`src/rtl/multiword_adder_sequencer_if.sv`:
```
`default_nettype none
// ============================================================================
//  Module      : multiword_adder_sequencer_if
//  Description : Operand/result handshake bundle for multiword_adder_sequencer.
//                master : requester side (drives operands, takes results)
//                slave  : adder side
//                Signals: start_valid/start_ready, a, b, cin, [sub],
//                         res_valid/res_ready, sum, cout, busy.
//                The sub signal exists only when MWADD_SUB_EN is defined.
//  Revision    : 1.0 - initial release
// ============================================================================
interface multiword_adder_sequencer_if #(
    parameter int N      = 4,
    parameter int SLICES = 4
);
    localparam int W = N * SLICES;

    logic           start_valid;
    logic           start_ready;
    logic [W-1:0]   a;
    logic [W-1:0]   b;
    logic           cin;
`ifdef MWADD_SUB_EN
    logic           sub;
`endif
    logic           res_valid;
    logic           res_ready;
    logic [W-1:0]   sum;
    logic           cout;
    logic           busy;

`ifdef MWADD_SUB_EN
    modport master (
        output start_valid, a, b, cin, sub, res_ready,
        input  start_ready, res_valid, sum, cout, busy
    );
    modport slave (
        input  start_valid, a, b, cin, sub, res_ready,
        output start_ready, res_valid, sum, cout, busy
    );
`else
    modport master (
        output start_valid, a, b, cin, res_ready,
        input  start_ready, res_valid, sum, cout, busy
    );
    modport slave (
        input  start_valid, a, b, cin, res_ready,
        output start_ready, res_valid, sum, cout, busy
    );
`endif
endinterface
`default_nettype wire

```
`src/rtl/multiword_adder_sequencer.sv`:
```
`default_nettype none
// ============================================================================
//  Module      : multiword_adder_sequencer
//  Description : W = N*SLICES bit adder that reuses one N-bit ripple chain
//                over SLICES cycles, carrying between slices in a register.
//                Optional macro MWADD_SUB_EN adds a subtract request (sub):
//                b is inverted and the carry-in forced to 1 (a - b).
//  Ports       : clk       - clock, rising edge
//                rst       - asynchronous active-high reset
//                bus.slave - operand/result handshake (see interface file)
//  Revision    : 1.0 - initial release
// ============================================================================
module multiword_adder_sequencer #(
    parameter int N      = 4,
    parameter int SLICES = 4
) (
    input  wire logic                   clk,
    input  wire logic                   rst,
    multiword_adder_sequencer_if.slave  bus
);
    localparam int W       = N * SLICES;
    localparam int c_idx_w = $clog2(SLICES);
    localparam logic [c_idx_w-1:0] c_last_idx = c_idx_w'(SLICES - 1);

    typedef enum logic [1:0] {
        IDLE = 2'd0,
        RUN  = 2'd1,
        DONE = 2'd2
    } state_t;

    state_t               r_state;
    state_t               w_state_next;
    logic [W-1:0]         r_a;
    logic [W-1:0]         r_b;          // b already in effective form
    logic [c_idx_w-1:0]   r_idx;
    logic                 r_carry;
    logic [W-1:0]         r_sum;
    logic                 r_cout;

    logic                 w_accept;
    logic                 w_last;
    logic [W-1:0]         w_b_eff;
    logic                 w_cin_eff;
    logic [N:0]           w_slice;

    // Subtraction is folded in at acceptance, so the ripple chain only adds.
`ifdef MWADD_SUB_EN
    assign w_b_eff   = bus.sub ? ~bus.b : bus.b;
    assign w_cin_eff = bus.sub ? 1'b1   : bus.cin;
`else
    assign w_b_eff   = bus.b;
    assign w_cin_eff = bus.cin;
`endif

    assign w_accept = (r_state == IDLE) && bus.start_valid;
    assign w_last   = (r_idx == c_last_idx);

    // The single shared N-bit ripple chain.
    assign w_slice = {1'b0, r_a[r_idx*N +: N]}
                   + {1'b0, r_b[r_idx*N +: N]}
                   + {{N{1'b0}}, r_carry};

    always_comb begin
        w_state_next = r_state;
        case (r_state)
            IDLE:    if (bus.start_valid) w_state_next = RUN;
            RUN:     if (w_last)          w_state_next = DONE;
            DONE:    if (bus.res_ready)   w_state_next = IDLE;
            default:                      w_state_next = IDLE;
        endcase
    end

    always_ff @(posedge clk or posedge rst) begin
        if (rst) begin
            r_state <= IDLE;
            r_a     <= '0;
            r_b     <= '0;
            r_idx   <= '0;
            r_carry <= 1'b0;
            r_sum   <= '0;
            r_cout  <= 1'b0;
        end else begin
            r_state <= w_state_next;
            if (w_accept) begin
                r_a     <= bus.a;
                r_b     <= w_b_eff;
                r_idx   <= '0;
                r_carry <= w_cin_eff;
                r_sum   <= '0;
            end else if (r_state == RUN) begin
                r_sum[r_idx*N +: N] <= w_slice[N-1:0];
                r_carry             <= w_slice[N];
                r_idx               <= r_idx + 1'b1;
                if (w_last) begin
                    r_cout <= w_slice[N];
                end
            end
        end
    end

    // Handshake outputs are decoded from state only: no input-to-output path.
    assign bus.start_ready = (r_state == IDLE);
    assign bus.res_valid   = (r_state == DONE);
    assign bus.busy        = (r_state == RUN) || (r_state == DONE);
    assign bus.sum         = r_sum;
    assign bus.cout        = r_cout;

endmodule
`default_nettype wire

```
`src/flat_wrapper.sv`:
```
// flat-port wrapper written by rule: the top's interface ports become plain ports
module multiword_adder_sequencer_flat 
#(
    parameter int N      = 4,
    parameter int SLICES = 4
)
  (clk, rst, bus_start_valid, bus_a, bus_b, bus_cin, bus_res_ready, bus_start_ready, bus_res_valid, bus_sum, bus_cout, bus_busy);
  multiword_adder_sequencer_if #(.N(N), .SLICES(SLICES)) bus_i ();
  input  wire logic clk;
  input  wire logic rst;
  input wire logic [$bits(bus_i.start_valid)-1:0] bus_start_valid;
  input wire logic [$bits(bus_i.a)-1:0] bus_a;
  input wire logic [$bits(bus_i.b)-1:0] bus_b;
  input wire logic [$bits(bus_i.cin)-1:0] bus_cin;
  input wire logic [$bits(bus_i.res_ready)-1:0] bus_res_ready;
  output wire logic [$bits(bus_i.start_ready)-1:0] bus_start_ready;
  output wire logic [$bits(bus_i.res_valid)-1:0] bus_res_valid;
  output wire logic [$bits(bus_i.sum)-1:0] bus_sum;
  output wire logic [$bits(bus_i.cout)-1:0] bus_cout;
  output wire logic [$bits(bus_i.busy)-1:0] bus_busy;
  assign bus_i.start_valid = bus_start_valid;
  assign bus_i.a = bus_a;
  assign bus_i.b = bus_b;
  assign bus_i.cin = bus_cin;
  assign bus_i.res_ready = bus_res_ready;
  assign bus_start_ready = bus_i.start_ready;
  assign bus_res_valid = bus_i.res_valid;
  assign bus_sum = bus_i.sum;
  assign bus_cout = bus_i.cout;
  assign bus_busy = bus_i.busy;
  multiword_adder_sequencer #(.N(N), .SLICES(SLICES)) u_core (.clk(clk), .rst(rst), .bus(bus_i));
endmodule
```
`config.mk`:
```
export PLATFORM = sky130hd
export DESIGN_NAME = multiword_adder_sequencer_flat
export DESIGN_NICKNAME = d
export VERILOG_FILES = /design/src/rtl/multiword_adder_sequencer_if.sv /design/src/rtl/multiword_adder_sequencer.sv /design/src/flat_wrapper.sv
export SDC_FILE = /design/constraint.sdc
export NUM_CORES = 1
export LEC_CHECK = 0
export CORE_MARGIN = 3
export CORE_UTILIZATION = 33
export CTS_BUF_LIST = sky130_fd_sc_hd__clkbuf_16
export CTS_CLUSTER_SIZE = 12
export DETAILED_ROUTE_END_ITERATION = 10
export GPL_ROUTABILITY_DRIVEN = 1
export SYNTH_ARGS = -nofsm -noshare
export SYNTH_HDL_FRONTEND = slang
export SYNTH_SLANG_ARGS = --single-unit
```
`constraint.sdc`:
```
create_clock -name clk -period 2.63 [get_ports clk]
set_input_delay 0.526 -clock clk [delete_from_list [all_inputs] [get_ports clk]]
set_output_delay 0.526 -clock clk [all_outputs]
set_load 0.01 [all_outputs]
```
==> impl_metrics.py <==
metrics = {
    "clocking": {
        "hold_buffers": 0,
        "clk_pin_slew_ns": 0.07,
        "numCtsBuffers": 5,
        "ctsLongestPathBuffers": 2,
        "h-tree-depth": 2,
        "post_cts_resized": 0,
        "clk_latency_ns": 0.28,
        "cts.sinks": 54,
        "post-cts-setup-buffer-count": 0,
        "cts_tree": "done",
        "clock-root-buffer": "clkbuf_16",
    },
    "worst_setup_path": {
        "cp_max_fo": 6,
        "crit_arrival_ns": 2.60,
        "endpoint_kind": "register",
        "critical_path_class": "register to register",
        "required_ns": 2.85,
        "crit_path_start_kind": "register",
    },
    "grt": {
        "grt_pass1_vias": 1915,
        "antenna_found_initial": 0,
        "global_route.overflow_total": 0,
        "grt_pass1_wl_mm": 9.05,
        "grt_max_degree": 55,
        "grt_usage_pct": 12.8,
    },
    "routing": {
        "routed_wl_mm": 5.39,
        "dr.pass1.iters": 4,
        "drc": 0,
        "via_count": 1879,
        "first_iter_violations": 95,
        "ant_nets": 0,
        "wl_per_cell_um": 13.3,
        "viasPerCell": 4.63,
    },
    "outcome": {
        "status": "completed",
    },
    "timing": {
        "period_share_pct": 90.3,
        "slew_viol_final": 0,
        "worst_slew_pin_slew_ns": 0.606,
        "skew_ns": 0.00412,
        "hold_viol": 0,
        "period_needed_ns": 2.38,
        "rsz0062_at_grt": "no",
        "fmax_ghz": 0.421,
        "setup_tns_ns": 0,
        "slew_headroom_pct": 59.6,
        "setup_viol_count_final": 0,
    },
    "pwr": {
        "p_leak_nw": 1.67,
        "p_per_area_mw_per_mm2": 1150,
        "vdd_drop_max_uv": 483,
        "p_int_mw": 2.40,
        "seqPwrFrac_pct": 33.3,
        "p_sw_mw": 1.59,
        "switching_share_pct": 39.8,
        "combPwrFrac_pct": 50.5,
        "power_frac_clock_pct": 16.2,
    },
    "logic_synthesis": {
        "yosysWarnings": 0,
        "postSynth.asyncResetShare_pct": 100,
        "ys_ff_latch": 54,
        "synth_nets": 294,
        "syn_area_mm2": 0.00262,
        "ys_seq_area_share_pct": 51.5,
        "synth_edf_count": 0,
        "yosys-top-cells-area": "dfrtp_1, nand2_1, a22o_1",
        "synth.largest_area_cell": "dfrtp_1",
        "netlist_instances": 244,
        "synth.distinct_cells": 30,
        "yosys.area.top_type_share_pct": 51.5,
        "avgSynthCellArea_um2": 10.8,
        "synth_top_flop_cell": "dfrtp_1",
    },
    "cells_and_area": {
        "num-nets-final": 356,
        "diodes": 0,
        "multi_input_area_mm2": 0.00116,
        "layout-drive-gt1-share_pct": 10.1,
        "final_common_cell": "nand2_1",
        "layout_common_cells": "nand2_1, clkdlybuf4s50_1, dfrtp_1",
        "finalNonFillerCells": 406,
        "synthToLayoutAreaGrowth_pct": 32.2,
        "fillers": 727,
        "ff_latch_area_mm2": 0.00135,
    },
    "placed_design": {
        "dpl.cell_count": 398,
        "io_buffers": 56,
        "globalplace.congestion": 0.760,
        "dp_hpwl_mm": 4.09,
    },
    "floorplan": {
        "ioPinCount": 57,
        "initial_core_util_pct": 35.0,
        "core-area_mm2": 0.00749,
        "dieArea_mm2": 0.00906,
        "die_x_um": 95.2,
        "die_y_um": 95.2,
        "num_rows": 31,
    },
    "worst_hold_path": {
        "hold_class": "register to register",
    },
    "run": {
        "maxCapViolations": 0,
    },
}
==> through the flow <==
stage | power [mW] | hold WS, ns | setup slack (ns) | utilization, % | cell area, um2
2_1_floorplan | 2.74 | 0.437 | 0.219 | - | 2620
3_3_place_gp | 3.34 | 0.453 | 0.358 | 44.4 | 3320
3_5_place_dp | 3.39 | 0.460 | 0.261 | 44.4 | 3320
4_1_cts | 4.05 | 0.477 | 0.245 | 46.3 | 3470
5_1_grt | 4.33 | 0.494 | 0.100 | 46.3 | 3470
6_report | 3.99 | 0.471 | 0.254 | 46.3 | 3470
==> power by group through the flow <==
stage / logic (mW) / registers [mW] / clock network (mW)
after global routing: 2.27 / 1.37 / 0.696
after global placement: 1.99 / 1.35 / 0
after detailed placement: 2.05 / 1.35 / 0
after floorplan: 1.42 / 1.32 / 0
after CTS: 2.06 / 1.33 / 0.658
final: 2.01 / 1.33 / 0.645
==> final timing paths <==
path | start | to | slack [ns] | cells after the start
setup / recovery | u_core.r_idx[0] | u_core.bus.sum[11] | 0.25 | 7
hold / removal | u_core.r_a[13] | u_core.r_a[13] | 0.47 | 2
setup reg to reg | u_core.r_idx[0] | u_core.bus.sum[11] | 0.25 | 7
hold reg to reg | u_core.r_a[13] | u_core.r_a[13] | 0.47 | 2
max in group asynchronous | rst | u_core.r_idx[0] | 1.79 | 3
min in group asynchronous | rst | u_core.bus.sum[4] | 0.60 | 3
==> cell usage after synthesis, drive strengths merged, types with 2 or more instances <==
| cell type | n |
|---|---|
| a22o | 16 |
| fa | 2 |
| nor4 | 2 |
| nand2 | 100 |
| inv | 13 |
| a21o | 2 |
| xnor2 | 3 |
| mux4 | 8 |
| nor2 | 2 |
| ha | 11 |
| clkbuf | 2 |
| buf | 8 |
| a21oi | 10 |
| dfrtp | 54 |
| o21ai | 2 |
==> worst max-delay path, cell delays in order, from the launching register on <==
cell	delay (ns)
dfrtp_1	0.41
buf_4	0.19
mux4_1	0.60
ha_1	0.33
a21o_1	0.16
a21oi_1	0.17
xnor2_1	0.24
a22o_1	0.21
==> registers in the layout, summed over array words and instances (netlist names) <==
| signal | cells |
|---|---|
| u_core.r_idx | 2 |
| u_core.r_state | 2 |
| u_core.r_a | 16 |
| u_core.bus.cout | 1 |
| u_core.bus.sum | 16 |
| u_core.r_carry | 1 |
| u_core.r_b | 16 |
==> cell type report <==
cell class / instances / share of cell area (%)
inverters: 13 / 1.41
clock buffers: 5 / 3.61
multi-input cells: 167 / 33.4
clock inverters: 3 / 0.613
repair buffers: 65 / 18.5
well taps: 99 / 3.57
flip-flops and latches: 54 / 39.0
==> per-layer routing <==
metal	part of all wire [%]	vias to the layer above	GRT usage [%]
li1	-	937	-
met1	47	902	17.4
met2	48	38	20.2
met3	4.1	2	2.76
met4	0.65	0	4.21
met5	0	-	0
==> cells by family (layout without fill, tap and decap cells) <==
family / count (synthesis) / after routing / synth area share, %
simple gates: 109 / 109 / 19.3
flops: 54 / 54 / 51.5
compound gates: 32 / 32 / 8.92
buf+inv: 23 / 86 / 4.39
fa+ha+maj: 13 / 13 / 6.77
mux: 10 / 10 / 8.11
xor+xnor: 3 / 3 / 1.00
Power figures use the tool's default switching activity.
